===== config.mk =====
export PLATFORM = sky130hd
export DESIGN_NAME = arb_mux_mnton_flat
export DESIGN_NICKNAME = d
export VERILOG_FILES = /design/src/rtl/arb_mux_mnton_if.sv /design/src/rtl/arb_mux_mnton.sv /design/src/flat_wrapper.sv
export SDC_FILE = /design/constraint.sdc
export NUM_CORES = 1
export LEC_CHECK = 0
export ABC_AREA = 1
export BUFFER_PORTS_ARGS = -buffer_cell sky130_fd_sc_hd__buf_2
export CAP_MARGIN = 20
export CELL_PAD_IN_SITES_DETAIL_PLACEMENT = 1
export CELL_PAD_IN_SITES_GLOBAL_PLACEMENT = 2
export CORE_AREA = 2 2 169 171
export CTS_BUF_LIST = sky130_fd_sc_hd__clkbuf_8 sky130_fd_sc_hd__clkbuf_16
export DETAILED_ROUTE_END_ITERATION = 6
export DIE_AREA = 0 0 171 173
export PLACE_DENSITY = 0.88
export SYNTH_ARGS = -nofsm -noshare
export SYNTH_HDL_FRONTEND = slang
export SYNTH_SLANG_ARGS = --single-unit

===== constraint.sdc =====
create_clock -name clk -period 3.1 [get_ports clk]
set_clock_uncertainty 0.2 [all_clocks]
set_input_delay 0.31 -clock clk [delete_from_list [all_inputs] [get_ports clk]]
set_output_delay 0.31 -clock clk [all_outputs]
set_load 0.1 [all_outputs]

===== src/rtl/arb_mux_mnton_if.sv =====
// Handshake bundle for arb_mux_mnton: M packed input channels and one registered output.
// The master side is the producer/consumer environment; the slave side is the mux.
interface arb_mux_mnton_if #(
   parameter int unsigned N = 32,
   parameter int unsigned M = 8
) ();
   localparam int unsigned SW = $clog2(M);

   logic [M*N-1:0] I;
   logic [M-1:0]   v_in;
   logic [M-1:0]   rdy_out;
   logic [N-1:0]   O;
   logic           v_out;
   logic           rdy_in;
   logic [SW-1:0]  grant;

   modport master (
      output I, v_in, rdy_in,
      input  rdy_out, O, v_out, grant
   );

   modport slave (
      input  I, v_in, rdy_in,
      output rdy_out, O, v_out, grant
   );
endinterface


===== src/rtl/arb_mux_mnton.sv =====
// Registered M:1 mux with per-channel valid/ready, fixed-select or round-robin choice,
// and a single output register stage that stalls under downstream backpressure.
module arb_mux_mnton #(
   parameter  int unsigned N  = 32,
   parameter  int unsigned M  = 8,
   localparam int unsigned SW = $clog2(M)
) (
   input  logic          clk,
   input  logic          rst,
   input  logic          mode,
   input  logic [SW-1:0] S,
   input  logic          en,
   arb_mux_mnton_if.slave bus
);

   logic [N-1:0]  data_q;
   logic          valid_q;
   logic [SW-1:0] grant_q;
   logic [SW-1:0] rr_ptr;

   logic          found;
   logic [SW-1:0] chosen;
   logic [N-1:0]  din;
   logic          load;
   int unsigned   idx;

   always_comb begin
      found  = 1'b0;
      chosen = '0;
      idx    = 0;
      if (!mode) begin
         // Out-of-range S never matches any channel, so it never grants.
         for (int unsigned k = 0; k < M; k++) begin
            if (SW'(k) == S && bus.v_in[k]) begin
               found  = 1'b1;
               chosen = S;
            end
         end
      end else begin
         for (int unsigned off = 1; off <= M; off++) begin
            idx = (32'(rr_ptr) + off) % M;
            if (!found && bus.v_in[idx]) begin
               found  = 1'b1;
               chosen = SW'(idx);
            end
         end
      end
   end

   always_comb begin
      din = '0;
      for (int unsigned k = 0; k < M; k++) begin
         if (SW'(k) == chosen) din = bus.I[k*N +: N];
      end
   end

   assign load = !rst && en && found && (!valid_q || bus.rdy_in);

   always_comb begin
      bus.rdy_out = '0;
      for (int unsigned k = 0; k < M; k++) begin
         bus.rdy_out[k] = load && (SW'(k) == chosen);
      end
   end

   always_ff @(posedge clk) begin
      if (rst) begin
         data_q  <= '0;
         valid_q <= 1'b0;
         grant_q <= '0;
         rr_ptr  <= SW'(M - 1);
      end else if (!en) begin
         // Disabling drops any held beat; the arbitration pointer is kept.
         data_q  <= '0;
         valid_q <= 1'b0;
         grant_q <= '0;
      end else if (load) begin
         data_q  <= din;
         valid_q <= 1'b1;
         grant_q <= chosen;
         if (mode) rr_ptr <= chosen;
      end else if (valid_q && bus.rdy_in) begin
         valid_q <= 1'b0;
      end
   end

   assign bus.O     = data_q;
   assign bus.v_out = valid_q;
   assign bus.grant = grant_q;

endmodule


===== src/flat_wrapper.sv =====
// flat-port wrapper written by rule: the top's interface ports become plain ports
module arb_mux_mnton_flat 
#(
   parameter  int unsigned N  = 32,
   parameter  int unsigned M  = 8,
   localparam int unsigned SW = $clog2(M)
)
  (clk, rst, mode, S, en, bus_I, bus_v_in, bus_rdy_in, bus_rdy_out, bus_O, bus_v_out, bus_grant);
  arb_mux_mnton_if #(.N(N), .M(M)) bus_i ();
  input  logic clk;
  input  logic rst;
  input  logic mode;
  input  logic [SW-1:0] S;
  input  logic en;
  input wire logic [$bits(bus_i.I)-1:0] bus_I;
  input wire logic [$bits(bus_i.v_in)-1:0] bus_v_in;
  input wire logic [$bits(bus_i.rdy_in)-1:0] bus_rdy_in;
  output wire logic [$bits(bus_i.rdy_out)-1:0] bus_rdy_out;
  output wire logic [$bits(bus_i.O)-1:0] bus_O;
  output wire logic [$bits(bus_i.v_out)-1:0] bus_v_out;
  output wire logic [$bits(bus_i.grant)-1:0] bus_grant;
  assign bus_i.I = bus_I;
  assign bus_i.v_in = bus_v_in;
  assign bus_i.rdy_in = bus_rdy_in;
  assign bus_rdy_out = bus_i.rdy_out;
  assign bus_O = bus_i.O;
  assign bus_v_out = bus_i.v_out;
  assign bus_grant = bus_i.grant;
  arb_mux_mnton #(.N(N), .M(M)) u_core (.clk(clk), .rst(rst), .mode(mode), .S(S), .en(en), .bus(bus_i));
endmodule

==> metrics.md <==
| Metric | Value |
|---|---|
| Nets | `1530` |
| Global route overflow | `0` |
| Status | `finished with violations` |
| Port-buffer cells | `315` |
| Startpoint Class | `flip-flop` |
| Multi-input gate area | `0.00366 mm²` |
| Storage element area | `787 µm²` |
| FFs w/ async S/R, synth | `0%` |
| Largest fanout on the critical path | `6` |
| Static leakage | `0.00455 µW` |
| Top FF cell, synth | `dfxtp_1` |
| GR Util met2 | `36.1%` |
| Initial Util | `16.8%` |
| Root Buffer Master | `clkbuf_16` |
| Fin. Hold Viols | `0` |
| Site Rows | `61` |
| Global placer's final weighted congestion | `0.869` |
| Global-route wire length before repair | `45300 µm` |
| Vias/cell | `4.52` |
| Worst-path clk slew | `0.07 ns` |
| Synth-to-Final Area Change | `87.2%` |
| Syn Inst Count | `860` |
| Largest net degree at the start of global routing | `33` |
| Post-DRT Antenna Nets | `0` |
| Syn_nets | `1134` |
| DIE AREA | `0.0296 mm²` |
| Tmin final | `3.61 ns` |
| Fin Hold WS | `0.0670 ns` |
| Number of synthesized flops with an enable pin | `0` |
| VDD IR max | `0.187 mV` |
| Syn Area/Cell | `5.41 µm²` |
| Placeable Area | `0.0276 mm²` |
| Num CTS Buffers | `5` |
| Clock Sinks | `39` |
| H-tree levels | `2` |
| Synth warn | `0` |
| Worst Tran Pin Value | `0.547 ns` |
| Total via count in the routed design | `7403` |
| Initial antenna violation count | `8` |
| Critical Path RT | `2.59 ns` |
| Final period util | `117%` |
| # IOs | `316` |
| Hold Buf Count CTS | `0` |
| Hold Crit Class | `in -> reg` |
| Fin cells | `1639` |
| GRT busiest layer | `met2` |
| 1st-pass router iterations | `6` |
| CTS tree | `done` |
| Gr usage total | `20.0%` |
| Setup violations, final | `40` |
| DRC violations left | `0` |
| Die Y | `173 µm` |
| Synth cell types | `35` |
| Global-route met1 utilization | `23.3%` |
| Fillers | `3642` |
| Initial DRC count | `340` |
| Fmax | `277 MHz` |
| Util after Layout | `31.5%` |
| Seq/Total Area, Yosys | `16.8%` |
| Vias in the first global route | `7880` |
| Failing checks | `negative setup slack` |
| Cell Area, Synth | `0.00465 mm²` |
| Commonest non-fill, non-tap cells in the layout | `buf_2 (307), nand2_1 (219), inv_1 (92)` |
| Pwr dens | `401 mW/mm²` |
| Crit path DAT | `3.10 ns` |
| Total of max-cap violations | `0` |
| Crit Path Class | `reg -> out` |
| GR Layer Usage met3 | `4.65%` |
| #FFs+latches synth | `39` |
| Setup ws final | `-0.513 ns` |
| Max-slew headroom | `63.8%` |
| DRT Wirelength | `30500 µm` |
| Clk_lat worst skew | `0.30 ns` |
| WL/cell | `18.6 µm` |
| Fin. max-slew vios | `0` |
| Clk buf depth | `2` |
| RSZ-0062 raised after global routing | `yes` |
| Dpl ws | `-0.476 ns` |
| Share of layout cells above drive strength 1 | `45.8%` |
| Setup Total Neg Slack | `-17.19 ns` |
| HPWL Detailed | `23000 µm` |
| Commonest non-fill, non-tap cell in the layout | `buf_2` |
| Die Width | `171 µm` |
| CP endpoint kind | `output pin` |
| DP Cell Count | `1578` |
[kinds of logic (layout without fill, tap and decap cells)]
kind of cell / count (synthesis) / in the layout / share of synthesized area [%]
AOI/OAI and AO/OA: 109 / 109 / 12.6
and+or+nand+nor: 547 / 547 / 54.7
adders and majority gates: 2 / 2 / 0.538
buffers and inverters: 160 / 557 / 14.8
xor gates and xnor gates: 3 / 3 / 0.565
other: 0 / 4 / 0
DFF: 39 / 39 / 16.8
[critical path: stages, from the launching register on]
cell	delay, ns
dfxtp_4	0.38
inv_4	0.05
ha_4	0.35
nand3_2	0.13
nand3_4	0.09
nand2_4	0.07
nor2_4	0.13
nand4_4	0.12
nor2_4	0.23
buf_6	0.13
nand3_2	0.04
nand2_1	0.06
inv_2	0.05
nand2_4	0.08
nand2_4	0.07
nand2_8	0.10
nand2_4	0.07
nor2_4	0.13
inv_4	0.06
buf_12	0.13
nor2_4	0.13
buf_12	0.18
[synth_stat cells, types with 9 or more instances]
cell	count	area share, %
a21oi_1	62	6.7
buf_2	24	2.6
clkbuf_1	14	1.1
dfxtp_1	39	17
inv_1	95	7.7
inv_2	11	0.89
nand2_1	235	19
nand2_2	14	1.9
nand3_1	86	9.2
nand3_2	9	1.9
nand4_1	77	10
nor2_1	107	8.6
o21ai_0	33	3.5
[state kept, by name, indices dropped and copies added, names as in the netlist]
name              flops
u_core.bus.O         32
u_core.bus.grant      3
u_core.rr_ptr         3
u_core.bus.v_out      1
[path summary, 6_finish.rpt]
check	depth (start not counted)	startpoint	slack [ns]	to
max	21	u_core.rr_ptr[0]	-0.51	bus_rdy_out[3]
max reg2reg	24	u_core.rr_ptr[0]	-0.46	u_core.bus.O[23]
min	3	rst	0.07	u_core.rr_ptr[0]
min reg2reg	2	u_core.bus.O[26]	0.26	u_core.bus.O[26]
[metal layers]
| metal | wire length [µm] | share of wire, % |
|---|---|---|
| met1 | 12400 | 41 |
| met2 | 15400 | 51 |
| met3 | 1900 | 6.2 |
| met4 | 757 | 2.5 |
| met5 | 66 | 0.22 |
[through the flow]
step | cell area [µm²] | total power, µW
detailed placement | 7410 | 2360
floorplan | 4820 | 1580
global route | 8710 | 3730
global placement | 7410 | 2340
CTS | 8520 | 3460
finish | 8710 | 3490
[what timing repair did]
action,4_1_cts,5_1_grt
endpoints found under the setup margin,40,45
pin swaps,51,22
cloned,7,0
resized for setup,105,34
endpoints found under the hold margin,0,0
setup buffers,40,4
[final cells by class]
cell class              instances  share of cell area (%)
flip-flops and latches         39                    9.03
diodes                          4                   0.115
multi-input cells             661                    42.1
inverters                     106                    4.82
well taps                     378                    5.43
clock buffers                   5                    1.44
clock inverters                 3                   0.503
repair buffers                443                    36.6
[power by group]
group	switching (µW)	total, µW	internal, µW
Clock	265	647	381
Combinational	1320	2310	995
Sequential	13.1	533	520
Total	1600	3490	1900
No activity file was read; power rests on OpenSTA's default activity.
